### src/rtl/gpio_poll_pkg.sv
// Shared types and constants for the GPIO poll controller.
// State encodings, GPIO register map and bus direction values.
package gpio_poll_pkg;

    typedef enum logic [1:0] {
        ST_IDLE,
        ST_ACC,
        ST_DONE
    } state_e;

    localparam logic [1:0] ADDR_IN_DATA  = 2'd0;
    localparam logic [1:0] ADDR_OUT_DATA = 2'd1;
    localparam logic [1:0] ADDR_IO_DATA  = 2'd2;
    localparam logic [1:0] ADDR_IO_DIR   = 2'd3;

    localparam logic RW_READ  = 1'b1;
    localparam logic RW_WRITE = 1'b0;

endpackage

### src/rtl/gpio_poll_timer.sv
// Poll period down-counter; raises a sticky poll request at each reload.
// Request is held until the sequencer takes it.
module gpio_poll_timer #(
    parameter int PER_W = 16
) (
    input  logic             clk,
    input  logic             reset,
    input  logic             enable_i,
    input  logic [PER_W-1:0] period_i,
    input  logic             take_i,
    output logic             pend_o
);

    logic [PER_W-1:0] cnt_q, cnt_d;
    logic             pend_q, pend_d;
    logic             fire;

    always_comb begin
        cnt_d = cnt_q;
        fire  = 1'b0;
        if (!enable_i) begin
            cnt_d = '0;
        end else if (period_i != '0) begin
            if (cnt_q == '0) begin
                fire  = 1'b1;
                cnt_d = period_i - PER_W'(1);
            end else begin
                cnt_d = cnt_q - PER_W'(1);
            end
        end
        // a fresh reload beats a take in the same cycle
        pend_d = enable_i & ((pend_q & ~take_i) | fire);
    end

    always_ff @(posedge clk or negedge reset) begin
        if (!reset) begin
            cnt_q  <= '0;
            pend_q <= 1'b0;
        end else begin
            cnt_q  <= cnt_d;
            pend_q <= pend_d;
        end
    end

    assign pend_o = pend_q;

endmodule

### src/rtl/gpio_poll_ctrl.sv
// GPIO bus-master sequencer: periodic input polling with change interrupt
// plus arbitrated host register writes.
module gpio_poll_ctrl
    import gpio_poll_pkg::*;
#(
    parameter int IN_CH = 8,
    parameter int PER_W = 16,
    parameter int TMO   = 15
) (
    input  logic             clk,
    input  logic             reset,
    input  logic             enable,
    input  logic [PER_W-1:0] poll_period,
    input  logic [IN_CH-1:0] irq_mask,
    input  logic             irq_clr,
    input  logic             wr_req,
    input  logic [1:0]       wr_addr,
    input  logic [31:0]      wr_val,
    output logic             wr_ack,
    output logic [IN_CH-1:0] in_data,
    output logic [IN_CH-1:0] chg_flags,
    output logic             irq,
    output logic             bus_err,
    output logic             g_cs_,
    output logic             g_as_,
    output logic             g_rw,
    output logic [1:0]       g_addr,
    output logic [31:0]      g_wr_data,
    input  logic [31:0]      g_rd_data,
    input  logic             g_rdy_
);

    localparam int TW = $clog2(TMO + 1);

    state_e           state_q, state_d;
    logic             cs_q, cs_d, as_q, as_d, rw_q, rw_d;
    logic [1:0]       addr_q, addr_d;
    logic [31:0]      wdata_q, wdata_d;
    logic             ack_q, ack_d;
    logic [IN_CH-1:0] in_q, in_d, flags_q, flags_d, new_v;
    logic             irq_q, err_q, err_d;
    logic             primed_q, primed_d;
    logic [TW-1:0]    tcnt_q, tcnt_d;
    logic             poll_pend, take;
    logic             unused_rd;

    assign unused_rd = ^g_rd_data[31:IN_CH];
    assign new_v     = g_rd_data[IN_CH-1:0];

    gpio_poll_timer #(.PER_W(PER_W)) u_timer (
        .clk      (clk),
        .reset    (reset),
        .enable_i (enable),
        .period_i (poll_period),
        .take_i   (take),
        .pend_o   (poll_pend)
    );

    always_comb begin
        state_d  = state_q;
        cs_d     = cs_q;
        as_d     = as_q;
        rw_d     = rw_q;
        addr_d   = addr_q;
        wdata_d  = wdata_q;
        ack_d    = 1'b0;
        in_d     = in_q;
        flags_d  = irq_clr ? '0 : flags_q;
        err_d    = irq_clr ? 1'b0 : err_q;
        primed_d = primed_q;
        tcnt_d   = tcnt_q;
        take     = 1'b0;
        unique case (state_q)
            ST_IDLE: begin
                if (wr_req) begin
                    cs_d    = 1'b0;
                    as_d    = 1'b0;
                    rw_d    = RW_WRITE;
                    addr_d  = wr_addr;
                    wdata_d = wr_val;
                    tcnt_d  = '0;
                    state_d = ST_ACC;
                end else if (poll_pend) begin
                    cs_d    = 1'b0;
                    as_d    = 1'b0;
                    rw_d    = RW_READ;
                    addr_d  = ADDR_IN_DATA;
                    take    = 1'b1;
                    tcnt_d  = '0;
                    state_d = ST_ACC;
                end
            end
            ST_ACC: begin
                if (!g_rdy_ || tcnt_q == TW'(TMO - 1)) begin
                    cs_d    = 1'b1;
                    as_d    = 1'b1;
                    rw_d    = RW_READ;
                    ack_d   = (rw_q == RW_WRITE);
                    state_d = ST_DONE;
                    if (g_rdy_) begin
                        err_d = 1'b1;
                    end else if (rw_q == RW_READ) begin
                        // first read after enable only establishes a baseline
                        if (primed_q)
                            flags_d = flags_d | ((new_v ^ in_q) & irq_mask);
                        in_d     = new_v;
                        primed_d = 1'b1;
                    end
                end else begin
                    tcnt_d = tcnt_q + TW'(1);
                end
            end
            ST_DONE: state_d = ST_IDLE;
            default: state_d = ST_IDLE;
        endcase
        if (!enable)
            primed_d = 1'b0;
    end

    always_ff @(posedge clk or negedge reset) begin
        if (!reset) begin
            state_q  <= ST_IDLE;
            cs_q     <= 1'b1;
            as_q     <= 1'b1;
            rw_q     <= RW_READ;
            addr_q   <= '0;
            wdata_q  <= '0;
            ack_q    <= 1'b0;
            in_q     <= '0;
            flags_q  <= '0;
            irq_q    <= 1'b0;
            err_q    <= 1'b0;
            primed_q <= 1'b0;
            tcnt_q   <= '0;
        end else begin
            state_q  <= state_d;
            cs_q     <= cs_d;
            as_q     <= as_d;
            rw_q     <= rw_d;
            addr_q   <= addr_d;
            wdata_q  <= wdata_d;
            ack_q    <= ack_d;
            in_q     <= in_d;
            flags_q  <= flags_d;
            irq_q    <= |flags_d;
            err_q    <= err_d;
            primed_q <= primed_d;
            tcnt_q   <= tcnt_d;
        end
    end

    assign g_cs_     = cs_q;
    assign g_as_     = as_q;
    assign g_rw      = rw_q;
    assign g_addr    = addr_q;
    assign g_wr_data = wdata_q;
    assign wr_ack    = ack_q;
    assign in_data   = in_q;
    assign chg_flags = flags_q;
    assign irq       = irq_q;
    assign bus_err   = err_q;

endmodule

### config.mk
export PLATFORM = sky130hd
export DESIGN_NAME = gpio_poll_ctrl
export DESIGN_NICKNAME = d
export VERILOG_FILES = /design/src/rtl/gpio_poll_pkg.sv /design/src/rtl/gpio_poll_timer.sv /design/src/rtl/gpio_poll_ctrl.sv
export SDC_FILE = /design/constraint.sdc
export NUM_CORES = 1
export LEC_CHECK = 0
export BUFFER_PORTS_ARGS = -buffer_cell sky130_fd_sc_hd__buf_2
export CAP_MARGIN = 10
export CORE_UTILIZATION = 52
export CTS_CLUSTER_DIAMETER = 40
export DETAILED_ROUTE_END_ITERATION = 8
export GPL_TIMING_DRIVEN = 1
export PLACE_DENSITY = 0.95
export SLEW_MARGIN = 20
export SYNTH_ARGS = -nofsm -noshare
export SYNTH_HDL_FRONTEND = slang
export SYNTH_SLANG_ARGS = --single-unit
export TNS_END_PERCENT = 5
### constraint.sdc
create_clock -name clk -period 9.9 [get_ports clk]
set_clock_uncertainty 0.15 [all_clocks]
set_input_delay 0.495 -clock clk [delete_from_list [all_inputs] [get_ports clk]]
set_output_delay 0.495 -clock clk [all_outputs]
set_load 0.02 [all_outputs]
Word level (Yosys, flattened, before mapping)

Index checks and enable logic that the tools add are counted.

Register bits: 79
Bits of input ports: 96
Output and inout bits: 56

Add/sub/neg operators: 3
Equal/unequal tests: 10
Multiplexer cells: 43
Bitwise logic cells: 9
Reductions and logical operators: 15

Operators with widths:

| operator                                                                 | number |
|---|---|
| 16-bit 2-to-1 mux                                                        | 3 |
| 8-bit 2-to-1 mux                                                         | 6 |
| 16-bit by 1-bit subtractor with 16-bit output (second input constant)    | 2 |
| 1-bit 2-to-1 mux                                                         | 22 |
| 16-bit logical NOT                                                       | 1 |
| 16-bit nonzero test                                                      | 1 |
| 4-bit 2-to-1 mux                                                         | 3 |
| 2-bit 2-to-1 mux                                                         | 5 |
| 8-bit bitwise AND                                                        | 1 |
| 2-bit by 1-bit inequality test with 1-bit output (second input constant) | 4 |
| 8-bit bitwise OR                                                         | 1 |
| 4-bit case mux with 2 select lines                                       | 1 |
| 4-bit AND reduction                                                      | 2 |
| 8-bit OR reduction                                                       | 1 |
| 8-bit XOR                                                                | 1 |
| 2-bit inequality test (second input constant)                            | 3 |
| 2-bit AND reduction                                                      | 3 |
| 3-bit AND reduction                                                      | 2 |
| 4-bit by 1-bit adder with 4-bit output (second input constant)           | 1 |
| 4-bit equality test (second input constant)                              | 1 |
| 1-bit case mux with 2 select lines                                       | 2 |
| 2-bit case mux with 2 select lines                                       | 1 |
| 2-bit nonzero test                                                       | 2 |
| 3-bit by 2-bit inequality test with 1-bit output (second input constant) | 1 |
| 7 further kinds                                                          | 10 |

Longest topological paths before layout

Gate-level depths: netlist of the first run.

Depth in word-level cells: 9
Mapped depth: 15

By module

A second synthesis of the first run with hierarchy kept.

Cells, all modules: 362
Area total of the unflattened synthesis: 4001.3 um2

By module, submodules not included:

| module          | times used | cells an instance | area each (um2) | seq. area each (um2) |
|---|---|---|---|---|
| gpio_poll_ctrl  | 1          | 186               | 2551.2          | 1554.0 |
| gpio_poll_timer | 1          | 176               | 1450.1          | 425.4 |

Least setup slack after synthesis of the first run

OpenSTA, ideal clock, no wires.

Path type: register to register
Start point: reg u_timer.cnt_q[5]
End point: reg u_timer.cnt_q[14]
Library setup time: 0.131 ns
Arrival time: 3.277 ns
Slack: 6.341 ns
Cell stages (with the launch flop): 16
Clock period less this slack: 3.559 ns
Cell sequence: dfrtp_1 > buf_2 > or4_4 > or4_1 > buf_2 > nor2_1 > buf_2 > buf_4 > a21oi_1 > ha_1 > or3b_2 > nor4_1 > o31ai_2 > nor4_2 > a21oi_1 > or3_1

Word-level cells in the longest chain between the ends: 4
Elaborated cells between the ends (all ways): 5
Those cells by class: 1 x add/sub; 3 x mux; 1 x reduce/logical

Ends and longest elaborated chain:

| element                                                                                    | RTL line                                     | text |
|---|---|---|
| start: declaration                                                                         | gpio_poll_timer.sv:14                        | `logic [PER_W-1:0] cnt_q, cnt_d;` |
| start signal: assignment                                                                   | gpio_poll_timer.sv:40                        | `cnt_q <= cnt_d;` |
| 16-bit by 1-bit subtractor with 16-bit output / 16-bit logical NOT (equally long branches) | gpio_poll_timer.sv:28, gpio_poll_timer.sv:24 |  |
| 16-bit 2-to-1 mux (*)                                                                      | gpio_poll_timer.sv:24                        | `if (cnt_q == '0) begin` |
| 16-bit 2-to-1 mux (*)                                                                      | gpio_poll_timer.sv:23                        | `end else if (period_i != '0) begin` |
| 16-bit 2-to-1 mux (*)                                                                      | gpio_poll_timer.sv:21                        | `if (!enable_i) begin` |

Every way passes the cells marked *; elsewhere a longest branch is shown, timed or not. The select of a mux whose other input is x is not followed.
A chain may end at the register's enable or synchronous reset.

Worst setup path in the final report of the first run

Ends and elaborated chain as after synthesis.

==> results of run 1 <==
-- final cells by class --
class / instances / area share, %
Clock buffer: 9 / 2.61
Clock inverter: 7 / 2.16
Inverter: 11 / 0.870
Multi-Input combinational cell: 241 / 36.0
Sequential cell: 79 / 41.7
Tap cell: 96 / 2.53
Timing Repair Buffer: 131 / 14.1
-- sequential cells by signal, indices dropped and copies added (netlist names) --
name / flops
wr_ack: 1
in_data: 8
g_addr: 2
g_rw: 1
g_as_: 1
tcnt_q: 4
state_q: 2
u_timer.pend_o: 1
u_timer.cnt_q: 16
chg_flags: 8
irq: 1
bus_err: 1
primed_q: 1
g_wr_data: 32
-- worst min path at each step --
stage,start,endpoint,slack [ns],cells past startpoint
after floorplan,reset,bus_err,0.05,0
after global placement,primed_q,primed_q,0.33,2
after detailed placement,g_addr[1],g_addr[1],0.34,1
after CTS,reset,g_wr_data[6],0.18,1
after global routing,wr_val[3],g_wr_data[3],0.21,2
final,reset,u_timer.cnt_q[12],0.15,1
-- routing by layer --
metal	global-route usage [%]	vias to the layer above	share of wire [%]
met4	12.1	0	1.8
met2	44.1	137	52
met5	0	-	0
met1	30.1	1623	40
met3	3.41	17	6.0
li1	-	1553	-
-- per-stage QoR --
step | worst slack, ns | area (µm²) | cells
2_1_floorplan | 6.34 | 3800 | 348
3_3_place_gp | 6.24 | 4520 | 558
3_5_place_dp | 6.16 | 4520 | 558
4_1_cts | 6.14 | 4740 | 574
5_1_grt | 5.77 | 4740 | 574
6_report | 6.10 | 4740 | 574
-- critical path, stage by stage, from the launching register on --
cell     delay [ns]
dfrtp_1        0.50
or4_4          0.21
or4_1          0.25
nor2_1         0.11
a21oi_1        0.20
ha_1           0.24
or3b_2         0.49
nor4_1         0.23
o31ai_2        0.14
nor4_2         0.66
a21oi_1        0.13
or3_1          0.37
-- power by group --
group / total [µW] / switching, µW / internal [µW]
Sequential: 550 / 97.0 / 453
Combinational: 721 / 416 / 305
Clock: 268 / 123 / 146
Total: 1540 / 635 / 904
-- logic make-up (layout without fill, tap and decap cells) --
| kind of cell | Yosys count | in the layout | synth area share (%) |
|---|---|---|---|
| compound gates | 78 | 78 | 14.3 |
| simple gates | 107 | 107 | 14.6 |
| xor+xnor | 11 | 11 | 2.54 |
| flops | 79 | 79 | 52.1 |
| buf+inv | 28 | 158 | 3.06 |
| fa+ha+maj | 3 | 3 | 0.988 |
| mux | 42 | 42 | 12.4 |
-- cells in the mapped netlist (4+ instances only) --
library cell  count  area [µm²]
inv_1            11        41.3
o22ai_1           9        56.3
clkbuf_1          9        33.8
a21oi_1          15        75.1
nand2_1          27         101
nor3_1           12        60.1
dfrtp_1          77        1930
a31oi_1           7        43.8
nor4_1           11        68.8
o21ai_0           7        35.0
o31ai_1           4        30.0
nand4_1           4        25.0
xor2_1            8        70.1
mux2_2           40         450
or3_1             4        25.0
and3_1            4        25.0
a2111oi_0         4        35.0
a211oi_1          5        37.5
nor2_1           17        63.8
nand3_1          12        60.1
==> flow_summary.ini, run 1 <==
[synth]
async_flop_share_pct = 100
netlist_area_um2 = 3800
syn_nets = 447
synth_top_flop_cell = dfrtp_1
synth-seq-area-share_pct = 52.1
ys_types = 55
ys_seq_elements = 79
syn_inst = 348
yosys_warnings = 0
syn_area_per_cell_um2 = 10.9
synth-edff-count = 0

[worst_setup_path]
path_max_fanout = 9
worstSetupStartpoint = u_timer.cnt_q[5]
path_class = register to register
worstPathRequired_ns = 9.98
cp-end-kind = register
endpoint = u_timer.cnt_q[14]
arrival_ns = 3.88
worst_r2r_endpoint = u_timer.cnt_q[14]
rr_worst_depth = 11
r2r_slack_ns = 6.10
start_kind = register
rr_startpoint = u_timer.cnt_q[5]

[placed_design]
dp_hpwl_um = 6770
portBuffers = 127
globalplace.congestion = 0.923

[pwr]
p_leak_uw = 0.00223
total_power_uw = 1540
vdd_drop_max_uv = 191
p_per_area_nw_per_um2 = 324

[global_route]
track_usage_pct = 25.0
antenna_found_initial = 0
grt_max_degree = 80
grt-ovfl-total = 0
grt_pass1_wl_um = 14800
grt_pass1_vias = 3223

[floorplan]
fp.dieW_um = 87.5
die_h_um = 87.5
ioPinCount = 152
core_um2 = 6910
rows = 30
start_util_pct = 55.0
die-area_um2 = 7650

[cells_and_area]
num_antenna_cells = 0
layout_common_cells = buf_2 (126), dfrtp_1 (77), mux2_2 (40)
multi_input_area_um2 = 1710
post-route-util_pct = 68.7
regArea_um2 = 1980
final_nets = 572
layout_commonest_cell = buf_2
n_fill_cell = 550
synthToLayoutAreaGrowth_pct = 24.9
drive_gt1_share_pct = 41.4

[hold_path]
hold_class = input pin to asynchronous set/reset pin

[clock_network]
clk_pin_slew_ns = 0.08
numCtsBuffers = 9
cts_setup_buffers = 0
clk_latency_ns = 0.35
cts_sinks = 79
cts_root_buf = clkbuf_8
cts_hold_buf = 0
clock_path_buffers = 2
cts.htree.levels = 3
cts_tree = done
ctsResizeCount = 0

[timing]
max_slew.worst_pin.slew_ns = 0.992
min_period_over_period_pct = 38.4
finalSetupViolCount = 0
clock.fmax_mhz = 263
slew_headroom_pct = 33.2
slew_violations = 0
finalSetupTns_ns = 0
fin_hold_ws_ns = 0.149
hold_viol_final = 0
min_period_ns = 3.80
rsz0062_at_grt = false

[drt]
avgRoutedWirePerCell_um = 16.0
initialDrtViolationCount = 143
via_count = 3330
wirelength_um = 9190
drc = 0
vias_per_cell = 5.80
first_pass_iters = 5
postRouteAntennaNets = 0

[outcome]
status = completed

[job]
cap_violations = 0
No activity file was read; power rests on OpenSTA's default activity.
==> run 2, diff against run 1 <==
--- a/config.mk
+++ b/config.mk
@@ -7,11 +7,11 @@
 export LEC_CHECK = 0
 export BUFFER_PORTS_ARGS = -buffer_cell sky130_fd_sc_hd__buf_2
 export CAP_MARGIN = 10
-export CORE_UTILIZATION = 52
+export CORE_UTILIZATION = 44
 export CTS_CLUSTER_DIAMETER = 40
 export DETAILED_ROUTE_END_ITERATION = 8
 export GPL_TIMING_DRIVEN = 1
-export PLACE_DENSITY = 0.95
+export PLACE_DENSITY = 0.88
 export SLEW_MARGIN = 20
 export SYNTH_ARGS = -nofsm -noshare
 export SYNTH_HDL_FRONTEND = slang
==> constraint.sdc (replaced) <==
create_clock -name clk -period 3.3 [get_ports clk]
set_clock_uncertainty 0.15 [all_clocks]
set_input_delay 0.165 -clock clk [delete_from_list [all_inputs] [get_ports clk]]
set_output_delay 0.165 -clock clk [all_outputs]
set_load 0.02 [all_outputs]
==> run 2 against run 1 <==
  * Global-route usage is 0.90 points higher
  * Critical path depth is 1 higher
  * First-iteration DRC count is 72% higher
  * Register-to-register slack worse by 6.1 ns
  * Clock power grew to 2.5 times the previous value
  * Sequential share of layout area is 5.5 points lower
  * Die area is 18% higher
  * Power grew to 3.2 times the previous value
  * Critical path type unchanged
  * Largest power group unchanged
  * Highest routed layer unchanged
==> flow_summary.ini, run 2 (same netlist as run 1, synthesis figures left out) <==
[clock_network]
cts_sinks = 79
clk_pin_slew_ns = 0.09
clock_path_buffers = 2
numCtsBuffers = 9
cts_tree = done
cts.htree.levels = 3
cts_root_buf = clkbuf_8
clk_latency_ns = 0.35

[placed_design]
globalplace.congestion = 0.915
dp_hpwl_um = 7100
dp_cells = 578
portBuffers = 127

[cells_and_area]
final_nets = 646
synthToLayoutAreaGrowth_pct = 44.1
multi_input_area_um2 = 1770
layout_common_cells = buf_2 (126), dfrtp_1 (76), dlygate4sd3_1 (57)
fin_cells = 657
post-route-util_pct = 66.0
layout_commonest_cell = buf_2
num_antenna_cells = 0
drive_gt1_share_pct = 40.2
regArea_um2 = 1980
n_fill_cell = 582
largest_reg_flops = 32

[drt]
drc = 0
wirelength_um = 11800
first_pass_iters = 6
postRouteAntennaNets = 0
initialDrtViolationCount = 246
via_count = 3747
vias_per_cell = 5.70
avgRoutedWirePerCell_um = 17.9

[timing]
slew_headroom_pct = 33.8
hold_viol_final = 0
min_period_over_period_pct = 99.9
max_slew.worst_pin.slew_ns = 0.993
slew_violations = 0
finalSetupViolCount = 0
clock.fmax_mhz = 303
rsz0062_at_grt = true
min_period_ns = 3.30

[floorplan]
start_util_pct = 45.8
rows = 33
ioPinCount = 152
core_um2 = 8300
fp.dieW_um = 94.9
die-area_um2 = 9010
die_h_um = 94.9

[pwr]
p_per_area_nw_per_um2 = 903
vdd_drop_max_uv = 389
p_leak_uw = 0.00253

[global_route]
grt_pass1_wl_um = 17800
grt-ovfl-total = 0
grt_pass1_vias = 3759
antenna_found_initial = 0
track_usage_pct = 25.9
grt_max_degree = 80

[job]
cap_violations = 0

[outcome]
status = completed

[hold_path]
hold_class = input pin to register

[worst_setup_path]
path_class = register to register
start_kind = register
path_max_fanout = 5
arrival_ns = 3.39
cp-end-kind = register
worstPathRequired_ns = 3.39
==> run 2: cell types whose count changed in the layout (fill, tap and decap cells not counted), moves of 2 or more <==
| cell | before | now |
|---|---|---|
| bufinv_16 | 2 | 0 |
| nor4_4 | 0 | 2 |
| a21oi_2 | 0 | 2 |
| clkinvlp_4 | 0 | 2 |
| a21oi_1 | 15 | 13 |
| dlygate4sd3_1 | 0 | 57 |
| buf_4 | 5 | 22 |
==> run 2: metal layers <==
metal  part of all wire (%)  wire [µm]  global-route usage, %
met5                      0          0                      0
met4                    3.8        446                   12.8
met3                    5.7        668                   4.75
met2                     53       6210                   46.8
met1                     38       4450                   29.1
==> run 2: what timing repair did <==
action	CTS	global route
hold buffers	57	0
endpoints found under the hold margin	134	0
endpoints found under the setup margin	0	3
setup buffers	0	6
gates resized for setup	0	6
==> run 2: final cells by class <==
cell class                 instances  share of cell area, %
tap                              105                   2.40
clock inverter                     6                  0.960
inverter                          11                  0.754
clock buffer                      10                   2.51
timing repair buffer             205                   25.0
multi-input combinational        241                   32.2
sequential                        79                   36.2
==> run 2: through the flow <==
step	instance area, µm²	hold slack [ns]	power, µW	setup slack (ns)	setup TNS (ns)
2_1_floorplan	3840	-0.281	3250	-0.102	-0.113
3_3_place_gp	4640	0.226	3900	0.135	0
3_5_place_dp	4640	0.235	4010	0.0402	0
4_1_cts	5400	0.00280	4750	0.0315	0
5_1_grt	5480	0.0211	5230	-0.0597	-0.122
6_report	5480	0.00337	4940	0.00274	0
==> run 2: path summary, 6_finish.rpt <==
path | cells after the start | to | slack, ns | start
hold reg to reg | 1 | g_addr[0] | 0.35 | g_addr[0]
hold / removal | 4 | u_timer.cnt_q[0] | 0.003 | poll_period[0]
max in group asynchronous | 2 | u_timer.pend_o | 1.98 | reset
min in group asynchronous | 2 | u_timer.cnt_q[13] | 0.36 | reset
setup / recovery | 12 | u_timer.cnt_q[8] | 0.003 | u_timer.cnt_q[5]
setup reg to reg | 12 | u_timer.cnt_q[8] | 0.003 | u_timer.cnt_q[5]
==> run 2: worst max-delay path, cell delays in order, from the launching register on <==
cell and delay, ns:
dfrtp_1 0.40, or4_4 0.58, or4_4 0.56, nor2_4 0.17
a21oi_2 0.08, ha_2 0.21, or3b_4 0.27, nor4_4 0.05
o31ai_4 0.07, nor4_4 0.11, buf_4 0.15, o21a_1 0.16
o221a_1 0.25
==> run 2: power breakdown <==
part / switching, µW / total, µW / internal, µW
clock: 377 / 681 / 304
combinational: 1460 / 2620 / 1160
sequential: 283 / 1640 / 1360
==> run 3, diff against run 2 <==
--- a/config.mk
+++ b/config.mk
@@ -7,7 +7,7 @@
 export LEC_CHECK = 0
 export BUFFER_PORTS_ARGS = -buffer_cell sky130_fd_sc_hd__buf_2
 export CAP_MARGIN = 10
-export CORE_UTILIZATION = 44
+export CORE_UTILIZATION = 45
 export CTS_CLUSTER_DIAMETER = 40
 export DETAILED_ROUTE_END_ITERATION = 8
 export GPL_TIMING_DRIVEN = 1
@@ -15,5 +15,6 @@
 export SLEW_MARGIN = 20
 export SYNTH_ARGS = -nofsm -noshare
 export SYNTH_HDL_FRONTEND = slang
+export SYNTH_HIERARCHICAL = 1
 export SYNTH_SLANG_ARGS = --single-unit
 export TNS_END_PERCENT = 5
==> run 3 against run 2 <==
  * Fmax grew 7.6%
  * Area after synthesis grew 5.3%
  * Power grew 6.0%
  * Sequential cell count is the same
  * Largest power group unchanged
  * Highest routed layer unchanged
==> flow_summary.ini, run 3 <==
[worst_setup_path]
worstSetupStartpoint = u_timer/cnt_q[11]
max_stage_delay_ns = 0.59
crit_top_cell = or4_4
path_delay_family = simple AND/OR/NAND/NOR gates
arrival_ns = 3.15
cp-end-kind = register
start_kind = register
worstPathRequired_ns = 3.38
critPathSlowestCell = or4_4
path_class = register to register
rr_startpoint = u_timer/cnt_q[11]
path_cells = or4_4 > or4_4 > nor2_8 > a21oi_1 > ha_1 > nand2b_4 > nor4_2 > nand3_1 > a21oi_2 > nand4_1 > or3b_1
path_max_fanout = 6
crit_buf_inv = 0

[synth]
synth-edff-count = 0
synth_top_area_cell = dfrtp_1
ys_top_cells_by_count = dfrtp_1 (77), mux2_1 (28), nand2_1 (23), nor2_1 (22)
ys_seq_elements = 79
syn_inst = 362
synth_top_flop_cell = dfrtp_1
ys_types = 64
async_flop_share_pct = 100
syn_area_per_cell_um2 = 11.1
syn_nets = 461
synthTopCellsByArea = dfrtp_1 (48%), mux2_1 (7.9%), mux2_2 (3.7%)
yosys_warnings = 6
synth-seq-area-share_pct = 49.5
netlist_area_um2 = 4000
post-synth-top-count-cell = dfrtp_1
synth_top_area_share_pct = 48.2

[drt]
avgRoutedWirePerCell_um = 16.3
first_pass_iters = 5
drc = 0
wirelength_um = 10800
postRouteAntennaNets = 0
initialDrtViolationCount = 135
via_count = 3696
vias_per_cell = 5.57

[timing]
clock.fmax_mhz = 326
min_period_ns = 3.06
hold_viol_final = 0
finalSetupTns_ns = 0
max_slew.worst_pin.slew_ns = 0.907
slew_headroom_pct = 39.5
slew_violations = 0
finalSetupViolCount = 0
rsz0062_at_grt = false
min_period_over_period_pct = 92.8

[cells_and_area]
layout_common_cells = buf_2 (126), dfrtp_1 (77), dlygate4sd3_1 (60)
layout_commonest_cell = buf_2
synthToLayoutAreaGrowth_pct = 40.0
n_fill_cell = 643
final_nets = 650
num_antenna_cells = 0
drive_gt1_share_pct = 33.6
largest_reg_flops = 32
design_area_um2 = 5600
post-route-util_pct = 64.5

[pwr]
vdd_drop_max_uv = 562
p_per_area_nw_per_um2 = 935
p_leak_uw = 0.00261

[floorplan]
die_h_um = 96.3
core_um2 = 8680
rows = 34
start_util_pct = 46.1
ioPinCount = 152
fp.dieW_um = 96.3
die-area_um2 = 9270

[global_route]
grt_pass1_vias = 3560
grt_pass1_wl_um = 16400
antenna_found_initial = 0
grt-ovfl-total = 0
grt_max_degree = 80
track_usage_pct = 23.3

[placed_design]
dp_hpwl_um = 6700
globalplace.congestion = 0.956
portBuffers = 127
placed_area_um2 = 4750

[clock_network]
cts_tree = done
cts_root_buf = clkbuf_8
clk_pin_slew_ns = 0.10
cts_sinks = 79
cts_setup_buffers = 0
clk_latency_ns = 0.35
numCtsBuffers = 9
cts.htree.levels = 3
clock_path_buffers = 2

[hold_path]
min-delay-start = irq_clr
hold_class = input pin to register

[outcome]
status = completed

[job]
cap_violations = 0
run 3: cell types whose count changed after synthesis, sizes merged, moves of 3 or more:
| cell | before | now |
|---|---|---|
| o31ai | 5 | 1 |
| nand2 | 27 | 24 |
| mux2 | 40 | 43 |
| xnor2 | 3 | 0 |
| mux2i | 2 | 5 |
| or3 | 4 | 9 |
| o21ai | 9 | 14 |
| nor4 | 12 | 7 |
| nor2 | 17 | 23 |
run 3: area by class of cell:
type	instances	area, µm²	area share [%]
clock buffers	9	124	2.21
clock inverters	7	113	2.01
inverters	12	45.0	0.804
multi-input cells	253	1890	33.8
flip-flops and latches	79	1980	35.3
well taps	108	135	2.41
repair buffers	196	1310	23.4
run 3: cells by family after synthesis:
logic type / count (synthesis) / synth area share, %
AND/OR/NAND/NOR: 112 / 15.9
flip-flops: 79 / 49.5
multiplexers: 48 / 13.5
buffers and inverters: 30 / 3.91
XOR/XNOR: 8 / 1.75
adder cells (fa/ha/maj): 3 / 0.938
AO/OA/AOI/OAI: 82 / 14.4
run 3: metal layers:
layer  wire (µm)  GRT usage [%]
met1        4330           27.0
met2        5640           41.9
met3         636           4.42
met4         232           9.68
met5           0              0
run 3: power breakdown:
| part | leakage [µW] | switching (µW) | internal (µW) |
|---|---|---|---|
| logic | 0.00151 | 1530 | 1160 |
| clock network | 0.000115 | 400 | 443 |
| registers | 0.000990 | 320 | 1380 |
| total | 0.00261 | 2250 | 2990 |
run 3: repair_timing:
action | 4_1_cts | 5_1_grt
hold endpoints to repair | 136 | 0
endpoints found under the setup margin | 0 | 2
resized for setup | 0 | 1
hold buffers | 60 | 0
run 3: worst paths after layout:
check                                          to  slack, ns  cells after the start
max in group asynchronous               tcnt_q[2]       2.24                      2
min in group asynchronous            chg_flags[6]       0.28                      2
worst min register to register      g_wr_data[15]       0.34                      1
worst min-delay path                 chg_flags[2]       0.04                      2
worst max register to register  u_timer/cnt_q[14]       0.24                     11
worst max-delay path            u_timer/cnt_q[14]       0.24                     11
run 3: through the flow:
stage	hold WS (ns)	total power, µW	setup WS, ns	std cells
5_1_grt	0.0301	5640	0.0463	664
3_5_place_dp	0.235	4270	0.117	588
3_3_place_gp	0.231	4160	0.163	588
6_report	0.0409	5240	0.236	664
4_1_cts	0.0205	5190	0.0887	664
2_1_floorplan	-0.281	3550	0.00150	362
run 3: worst register-to-register path, cell delays in order (launching register included):
cell	delay (ns)
dfrtp_1	0.43
or4_4	0.59
or4_4	0.51
nor2_8	0.12
a21oi_1	0.09
ha_1	0.24
nand2b_4	0.11
nor4_2	0.05
nand3_1	0.10
a21oi_2	0.11
nand4_1	0.10
or3b_1	0.34
